===== src/rtl/proc_fsm_param_if.sv =====
// Instruction/status bundle for proc_fsm_param; master drives instructions and
// the debug read index, slave returns status, bus value and debug read data.
interface proc_fsm_param_if #(
  parameter int unsigned DATA_W = 8,
  parameter int unsigned NREGS  = 4
);
  localparam int unsigned IDX_W = $clog2(NREGS);

  logic              w;
  logic [2:0]        op;
  logic [IDX_W-1:0]  rx;
  logic [IDX_W-1:0]  ry;
  logic [DATA_W-1:0] din;
  logic              busy;
  logic              done;
  logic              err;
  logic              carry;
  logic              zero;
  logic [DATA_W-1:0] bus;
  logic [IDX_W-1:0]  dbg_sel;
  logic [DATA_W-1:0] dbg_data;

  modport master (
    output w, op, rx, ry, din, dbg_sel,
    input  busy, done, err, carry, zero, bus, dbg_data
  );

  modport slave (
    input  w, op, rx, ry, din, dbg_sel,
    output busy, done, err, carry, zero, bus, dbg_data
  );
endinterface


===== src/rtl/proc_fsm_param.sv =====
// Multi-cycle processor: control FSM, NREGS x DATA_W register file, A/G registers, shared bus.
// Define PROC_XOR_EN to make op 101 execute XOR; otherwise it is treated as illegal.
module proc_fsm_param #(
  parameter int unsigned DATA_W = 8,
  parameter int unsigned NREGS  = 4
) (
  input  logic             clk,
  input  logic             rst,
  proc_fsm_param_if.slave  p
);
  localparam int unsigned IDX_W = $clog2(NREGS);

  typedef enum logic [2:0] {
    S_IDLE, S_LOAD, S_MOVE, S_ALU_A, S_ALU_G, S_ALU_WB, S_ERR
  } state_t;

  state_t            r_state;
  state_t            w_next;

  logic [2:0]        r_op_q;
  logic [IDX_W-1:0]  r_rx_q;
  logic [IDX_W-1:0]  r_ry_q;
  logic [DATA_W-1:0] r_din_q;
  logic [DATA_W-1:0] r_a;
  logic [DATA_W-1:0] r_g;
  logic              r_carry_nxt;
  logic              r_carry;
  logic              r_zero;
  logic [DATA_W-1:0] r_regs [NREGS];

  logic              w_op_ok;
  logic              w_idx_ok;
  logic [DATA_W-1:0] w_bus;
  logic [DATA_W:0]   w_alu;

  // Legality is judged on the live inputs, so an illegal instruction goes straight to ERR.
  always_comb begin
    w_op_ok = 1'b0;
    case (p.op)
      3'b000, 3'b001, 3'b010, 3'b011, 3'b100: w_op_ok = 1'b1;
`ifdef PROC_XOR_EN
      3'b101: w_op_ok = 1'b1;
`endif
      default: w_op_ok = 1'b0;
    endcase
    w_idx_ok = (32'(p.rx) < NREGS) && (32'(p.ry) < NREGS);
  end

  always_comb begin
    w_next = r_state;
    case (r_state)
      S_IDLE: begin
        if (p.w) begin
          if (!(w_op_ok && w_idx_ok)) w_next = S_ERR;
          else if (p.op == 3'b000)    w_next = S_LOAD;
          else if (p.op == 3'b001)    w_next = S_MOVE;
          else                        w_next = S_ALU_A;
        end
      end
      S_ALU_A: w_next = S_ALU_G;
      S_ALU_G: w_next = S_ALU_WB;
      default: w_next = S_IDLE;
    endcase
  end

  always_comb begin
    w_bus = '0;
    case (r_state)
      S_LOAD:   w_bus = r_din_q;
      S_MOVE:   w_bus = r_regs[r_ry_q];
      S_ALU_A:  w_bus = r_regs[r_rx_q];
      S_ALU_G:  w_bus = r_regs[r_ry_q];
      S_ALU_WB: w_bus = r_g;
      default:  w_bus = '0;
    endcase
  end

  // One extra bit holds ADD carry-out or SUB borrow.
  always_comb begin
    w_alu = '0;
    case (r_op_q)
      3'b010: w_alu = {1'b0, r_a} + {1'b0, w_bus};
      3'b011: w_alu = {1'b0, r_a} - {1'b0, w_bus};
      3'b100: w_alu = {1'b0, r_a & w_bus};
`ifdef PROC_XOR_EN
      3'b101: w_alu = {1'b0, r_a ^ w_bus};
`endif
      default: w_alu = '0;
    endcase
  end

  always_ff @(posedge clk or posedge rst) begin
    if (rst) r_state <= S_IDLE;
    else     r_state <= w_next;
  end

  always_ff @(posedge clk or posedge rst) begin
    if (rst) begin
      r_op_q      <= '0;
      r_rx_q      <= '0;
      r_ry_q      <= '0;
      r_din_q     <= '0;
      r_a         <= '0;
      r_g         <= '0;
      r_carry_nxt <= 1'b0;
      r_carry     <= 1'b0;
      r_zero      <= 1'b0;
      for (int unsigned i = 0; i < NREGS; i++) r_regs[i] <= '0;
    end else begin
      if (r_state == S_IDLE && p.w) begin
        r_op_q  <= p.op;
        r_rx_q  <= p.rx;
        r_ry_q  <= p.ry;
        r_din_q <= p.din;
      end
      case (r_state)
        S_LOAD, S_MOVE: r_regs[r_rx_q] <= w_bus;
        S_ALU_A:        r_a <= w_bus;
        S_ALU_G: begin
          r_g         <= w_alu[DATA_W-1:0];
          r_carry_nxt <= w_alu[DATA_W];
        end
        S_ALU_WB: begin
          r_regs[r_rx_q] <= r_g;
          r_carry        <= r_carry_nxt;
          r_zero         <= (r_g == '0);
        end
        default: ;
      endcase
    end
  end

  assign p.busy     = (r_state != S_IDLE);
  assign p.done     = (r_state == S_LOAD) || (r_state == S_MOVE) ||
                      (r_state == S_ALU_WB) || (r_state == S_ERR);
  assign p.err      = (r_state == S_ERR);
  assign p.carry    = r_carry;
  assign p.zero     = r_zero;
  assign p.bus      = w_bus;
  assign p.dbg_data = (32'(p.dbg_sel) < NREGS) ? r_regs[p.dbg_sel] : '0;
endmodule


===== src/flat_wrapper.sv =====
// flat-port wrapper written by rule: the top's interface ports become plain ports
module proc_fsm_param_flat 
#(
  parameter int unsigned DATA_W = 8,
  parameter int unsigned NREGS  = 4
)
  (clk, rst, p_w, p_op, p_rx, p_ry, p_din, p_dbg_sel, p_busy, p_done, p_err, p_carry, p_zero, p_bus, p_dbg_data);
  proc_fsm_param_if #(.DATA_W(DATA_W), .NREGS(NREGS)) p_i ();
  input  logic clk;
  input  logic rst;
  input wire logic [$bits(p_i.w)-1:0] p_w;
  input wire logic [$bits(p_i.op)-1:0] p_op;
  input wire logic [$bits(p_i.rx)-1:0] p_rx;
  input wire logic [$bits(p_i.ry)-1:0] p_ry;
  input wire logic [$bits(p_i.din)-1:0] p_din;
  input wire logic [$bits(p_i.dbg_sel)-1:0] p_dbg_sel;
  output wire logic [$bits(p_i.busy)-1:0] p_busy;
  output wire logic [$bits(p_i.done)-1:0] p_done;
  output wire logic [$bits(p_i.err)-1:0] p_err;
  output wire logic [$bits(p_i.carry)-1:0] p_carry;
  output wire logic [$bits(p_i.zero)-1:0] p_zero;
  output wire logic [$bits(p_i.bus)-1:0] p_bus;
  output wire logic [$bits(p_i.dbg_data)-1:0] p_dbg_data;
  assign p_i.w = p_w;
  assign p_i.op = p_op;
  assign p_i.rx = p_rx;
  assign p_i.ry = p_ry;
  assign p_i.din = p_din;
  assign p_i.dbg_sel = p_dbg_sel;
  assign p_busy = p_i.busy;
  assign p_done = p_i.done;
  assign p_err = p_i.err;
  assign p_carry = p_i.carry;
  assign p_zero = p_i.zero;
  assign p_bus = p_i.bus;
  assign p_dbg_data = p_i.dbg_data;
  proc_fsm_param #(.DATA_W(DATA_W), .NREGS(NREGS)) u_core (.clk(clk), .rst(rst), .p(p_i));
endmodule

===== config.mk =====
export PLATFORM = sky130hd
export DESIGN_NAME = proc_fsm_param_flat
export DESIGN_NICKNAME = d
export VERILOG_FILES = /design/src/rtl/proc_fsm_param_if.sv /design/src/rtl/proc_fsm_param.sv /design/src/flat_wrapper.sv
export SDC_FILE = /design/constraint.sdc
export NUM_CORES = 1
export LEC_CHECK = 0
export ABC_AREA = 1
export ABC_CLOCK_PERIOD_IN_PS = 4100
export CELL_PAD_IN_SITES_DETAIL_PLACEMENT = 2
export CELL_PAD_IN_SITES_GLOBAL_PLACEMENT = 2
export CORE_MARGIN = 3
export CORE_UTILIZATION = 33
export DETAILED_ROUTE_END_ITERATION = 12
export PLACE_DENSITY = 0.86
export SETUP_SLACK_MARGIN = 0.15
export SLEW_MARGIN = 20
export SYNTH_ARGS = -nofsm -noshare
export SYNTH_HDL_FRONTEND = slang
export SYNTH_SLANG_ARGS = --single-unit

===== constraint.sdc =====
create_clock -name clk -period 4.1 [get_ports clk]
set_clock_uncertainty 0.2 [all_clocks]
set_input_delay 0.82 -clock clk [delete_from_list [all_inputs] [get_ports clk]]
set_output_delay 0.82 -clock clk [all_outputs]
set_load 0.03 [all_outputs]

# ---- Word-level counts from Yosys, hierarchy flattened
# Index checks and enable logic that the tools add are counted.
# Widths: inputs -> output; s select.
dict set report word_totals {
  ff_bits 69
  out_inout_bits 21
  word_cells 73
}
dict set report classes {
  addsub 2
  magnitude_cmp 4
  n_eq_ne 14
  muxes 22
  bitwise 4
  n_reduce_logical 13
}
# op n
set op_table {}
lappend op_table {{$bwmux 32} 2}
lappend op_table {{$pmux 32 s2} 1}
lappend op_table {{$mux 8} 7}
lappend op_table {{$bmux 8 s2} 3}
lappend op_table {{$pmux 8 s4} 1}
lappend op_table {{$pmux 9 s3} 1}
lappend op_table {{$eq 3x2->1 const B} 6}
lappend op_table {{$demux 8 s2} 1}
lappend op_table {{$eq 3x3->1 const B} 5}
lappend op_table {{$add 8x8->9} 1}
lappend op_table {{$ge 3x3->1 const B} 3}
lappend op_table {{$mux 3} 3}
lappend op_table {{$not 2->3} 3}
lappend op_table {{$pmux 3 s3} 1}
lappend op_table {{$sub 8x8->9} 1}
lappend op_table {{$and 8x8->8} 1}
lappend op_table {{$logic_not 8->1} 1}
lappend op_table {{$eq 3x1->1 const B} 2}
lappend op_table {{$logic_not 3->1} 2}
lappend op_table {{$reduce_or 5->1} 1}
lappend op_table {{$reduce_or 2->1} 2}
lappend op_table {{$logic_or 1x1->1} 3}
lappend op_table {{$lt 3x1->1 const B} 1}
lappend op_table {{$reduce_bool 3->1} 1}
lappend op_table {{other kinds (4)} 6}

# ---- Longest topological paths before layout
dict set report depth {
  word_depth 7
  ltp_mapped 23
}

# ---- Worst setup path after synthesis
# OpenSTA, ideal clock, no wires.
dict set report synth_timing {
  path_kind {reg2reg}
  from {reg u_core.r_state[0]}
  to {reg u_core.r_g[5]}
  setup_ns 0.087
  t_arrival_ns 3.110
  required_ns 3.813
  setup_slack_ns 0.703
  path_stages_with_launch 18
  path_buffers 0
  synth_period_minus_slack_ns 3.397
  cell_sequence {dfrtp_1 > nor2_1 > nand2_2 > nand2_4 > nand3_1 > nand3_1 > inv_1 > ha_1 > nor2_1 > xor2_1 > inv_1 > ha_1 > a21oi_1 > nand2_1 > a21oi_1 > xor2_1 > or2_2 > a22oi_1}
}
dict set report synth_via {
  elab_chain_cells 5
  word_cells_on_any_way 11
  classes_between {add/sub: 2; eq/ne: 5; mux: 2; bitwise: 1; reduce/logical: 1}
}
# element line
set synth_rtl {}
lappend synth_rtl {{start: declaration} proc_fsm_param.sv:17} ;# state_t r_state;
lappend synth_rtl {{start signal: assignment} proc_fsm_param.sv:94} ;# else r_state <= w_next;
lappend synth_rtl {{$eq 3x3->1 / $eq 3x2->1 (equally long branches)} proc_fsm_param.sv:68} ;# case (r_state)
lappend synth_rtl {{$reduce_or 2->1 (no source line)} --}
lappend synth_rtl {{$pmux 8 s4 *} proc_fsm_param.sv:68}
lappend synth_rtl {{via p_bus[1]} flat_wrapper.sv:22} ;# output wire logic [$bits(p_i.bus)-1:0] p_bus;
lappend synth_rtl {{$sub 8x8->9 / $add 8x8->9 (equally long branches)} {proc_fsm_param.sv:83, proc_fsm_param.sv:82}}
lappend synth_rtl {{$pmux 9 s3 *} proc_fsm_param.sv:81} ;# case (r_op_q)
lappend synth_rtl {{end signal: assignment} proc_fsm_param.sv:120} ;# r_g <= w_alu[DATA_W-1:0];
lappend synth_rtl {{end: declaration} proc_fsm_param.sv:25} ;# logic [DATA_W-1:0] r_g;
# The timed path passes the listed nets; every way through them passes the cells marked *.
# A chain may end at the register's enable or synchronous reset.

# ---- Worst setup path after layout
dict set report layout_timing {
  from {reg u_core.r_state[2]}
  to {out p_bus[0]}
}
dict set report layout_via {
  elab_chain_cells 3
  word_cells_on_any_way 7
  classes_between {eq/ne: 5; mux: 1; reduce/logical: 1}
}
# element line
set layout_rtl {}
lappend layout_rtl {{$eq 3x3->1 / $eq 3x2->1 (equally long branches)} proc_fsm_param.sv:68}
lappend layout_rtl {{$reduce_or 2->1 (no source line)} --}
lappend layout_rtl {{$pmux 8 s4 *} proc_fsm_param.sv:68}
lappend layout_rtl {{end: declaration} flat_wrapper.sv:22}
# Every way passes the cells marked *; elsewhere a longest branch is shown, timed or not.

==> flow_metrics.tcl <==
set metrics [dict create \
    status "finished, final reports clean" \
    reg2regPathDepth 18 \
    ant_nets 0 \
    htreeDepth 3 \
    clockRootBuffer "clkbuf_16" \
    synth_cell_type_count 42 \
    syn_area_per_cell_sq_um 7.18 \
    rsz0062_at_grt "false" \
    synthAdderAreaFrac_pct 3.29 \
    final_cells 839 \
    grt_pass1_vias 4832 \
    worstPathArrival_ns 2.71 \
    ys_seq_elements 69 \
    holdBufCountCts 0 \
    clock_latency_ns 0.35 \
    hp-class "register to register" \
    critical_path_required_ns 3.08 \
    synth_cells 615 \
    crit_fanout 9 \
    relSlewSlack_pct 32.1 \
    yosysWarnings 0 \
    crit_slowest_cell "clkdlybuf4s50_1" \
    final_net_count 693 \
    grt_max_degree 41 \
    rr_startpoint "u_core.r_rx_q[0]" \
    clock_path_buffers 2 \
    ios 41 \
    syn2layout_area_growth_pct 21.1 \
    synth_top_family_by_area "simple AND/OR/NAND/NOR gates" \
    startpoint "u_core.r_state[2]" \
    setup_viol 0 \
    vias 4379 \
    slowest_delay_ns 0.70 \
    grt_overflow 0 \
    io_buffers 40 \
    crit_chain "inv_2 > nand3_1 > buf_4 > nor2_1 > nor2_4 > buf_4 > inv_1 > clkdlybuf4s50_1" \
    hold_depth 1 \
    r2r-end "u_core.r_g[5]" \
    die_y_um 122 \
    criticalPathCategory "register to output port" \
    initial_core_util_pct 34.4 \
    core_area_sq_mm 0.0128 \
    post-route-period-util_pct 91.0 \
    synth_compound_area_share_pct 15.8 \
    fin_crit_ns 3.73 \
    antenna_found_initial 0 \
    syn_nets 646 \
    drive_above_1_share_pct 12.4 \
    fin_tns_setup_ns 0 \
    cts_buffers 9 \
    synth-xor-area-share_pct 0.992 \
    path_clk_slew_ns 0.05 \
    tightest_slew_ns 1.01 \
    synth-main-ff-cell "dfrtp_1" \
    drv_cap 0 \
    synthSimpleGateAreaFrac_pct 31.2 \
    synth-edff-count 0 \
    tritoncts "built" \
    ff2ff_setup_slack_ns 0.46 \
    dieArea_sq_mm 0.0148 \
    crit_path_end_kind "output port" \
    insertedDiodeCount 0 \
    drcViolationCount 0 \
    grt_use_total_pct 23.3 \
    dpl.hpwl_um 11800 \
    wl_um 16200 \
    drt_first_pass_iters 4 \
    ys_seq_area_share_pct 39.1 \
    drt_iter0_drc 187 \
    dpl.cell_count 816 \
    hold_viol_final 0 \
    clock_sinks 69 \
    globalplace.congestion 0.823 \
    cp_common_cell "buf_4" \
    async_flop_share_pct 100 \
    synthMuxAreaShare_pct 0 \
    fmax_mhz 268 \
    final-max-slew-violation-count 0 \
    grt_pass1_wl_um 26500 \
    avgRoutedWirePerCell_um 19.3 \
    syn_area_sq_mm 0.00441 \
    endpoint "p_bus[0]" \
    chipWidth_um 122 \
    cp-start-kind "register" \
    viasPerCell 5.22 \
    rows 41 \
]
==> Yosys cell counts, types with 2 or more instances <==
cell	count	area [sq um]
a21oi_1	43	215
a21oi_2	4	35.0
a22oi_1	4	30.0
a31oi_1	7	43.8
buf_2	7	35.0
buf_4	2	15.0
buf_6	7	78.8
clkbuf_1	4	15.0
dfrtp_1	69	1730
ha_1	10	125
inv_1	63	236
inv_2	7	26.3
nand2_1	186	698
nand2_2	4	25.0
nand3_1	41	205
nand3_2	8	80.1
nand3_4	2	35.0
nand4_1	3	18.8
nor2_1	49	184
nor2_2	8	50.1
nor2_4	2	22.5
nor3_1	2	10.0
o21ai_0	46	230
o21ai_1	13	65.1
o22ai_1	2	12.5
or2_2	2	12.5
xor2_1	5	43.8
==> how the worst min path moves through the flow <==
stage,startpoint,to,slack (ns)
after floorplan,u_core.r_g[6],u_core.p.zero,0.23
after global placement,u_core.r_g[6],u_core.p.zero,0.26
after detailed placement,u_core.r_g[6],u_core.p.zero,0.26
after CTS,u_core.r_din_q[0],u_core.r_din_q[0],0.28
after global routing,u_core.r_g[6],u_core.p.zero,0.32
final,u_core.r_g[6],u_core.p.zero,0.27
==> cell type report <==
cell class / instances / area, sq um
fill: 1516 / 7480
clock inverter: 3 / 42.5
clock buffer: 13 / 270
multi-input combinational: 453 / 2280
timing repair buffer: 57 / 531
tap: 172 / 215
sequential: 69 / 1730
inverter: 72 / 275
==> per-stage QoR <==
| stage | setup slack, ns | hold WS (ns) | instance area (sq um) | util (%) |
|---|---|---|---|---|
| 3_3_place_gp | 0.460 | 0.255 | 4960 | 38.7 |
| 4_1_cts | 0.252 | 0.278 | 5270 | 41.1 |
| 2_1_floorplan | 0.703 | 0.231 | 4410 | - |
| 5_1_grt | 0.161 | 0.319 | 5350 | 41.7 |
| 3_5_place_dp | 0.396 | 0.263 | 4960 | 38.7 |
| 6_report | 0.367 | 0.271 | 5350 | 41.7 |
==> critical path: cells and delay by family, from the launching register on <==
kind                   cells  cell delay (ns)
buffers and inverters      5             1.38
and+or+nand+nor            3             0.52
DFF                        1             0.46
==> flip-flops by register name, summed over array words and instances (netlist names) <==
register and flops:
u_core.p.carry 1, u_core.p.zero 1, u_core.r_a 8, u_core.r_carry_nxt 1
u_core.r_din_q 8, u_core.r_g 8, u_core.r_op_q 3, u_core.r_regs 32
u_core.r_rx_q 2, u_core.r_ry_q 2, u_core.r_state 3
==> cell usage in the layout, fill, tap and decap left out, types with 4 or more instances in the layout <==
cell / n
nand3_1: 41
a21oi_1: 43
o21ai_0: 46
a31oi_1: 7
nand3_2: 8
xor2_1: 5
dfrtp_1: 67
buf_4: 20
inv_2: 8
clkbuf_16: 9
a21oi_2: 4
ha_1: 10
a22oi_1: 4
nor2_1: 46
nor2_2: 11
nand2_1: 186
clkdlybuf4s50_1: 36
o21ai_1: 13
inv_1: 62
==> metal layers <==
layer	vias to the layer above	global-route usage, %	part of all wire [%]
met5	-	0	0
met4	0	7.63	1.6
met3	16	2.79	2.1
met2	52	40.4	51
met1	2221	30.2	46
li1	2090	-	-
==> cell families (layout without fill, tap and decap cells) <==
kind of cell,Yosys count,count (layout)
AOI/OAI and AO/OA,126,126
xor gates and xnor gates,5,5
adders and majority gates,11,11
buffers and inverters,93,145
DFF,69,69
and+or+nand+nor,311,311
==> what timing repair did <==
item                                    CTS  global route
endpoints found under the setup margin    0             5
endpoints found under the hold margin     0             0
resized for setup                         0             4
setup buffers                             0             7
Power is left out: the tool's default activity adds up to more than one toggle a clock period on the data nets, which glitch-free logic cannot reach.
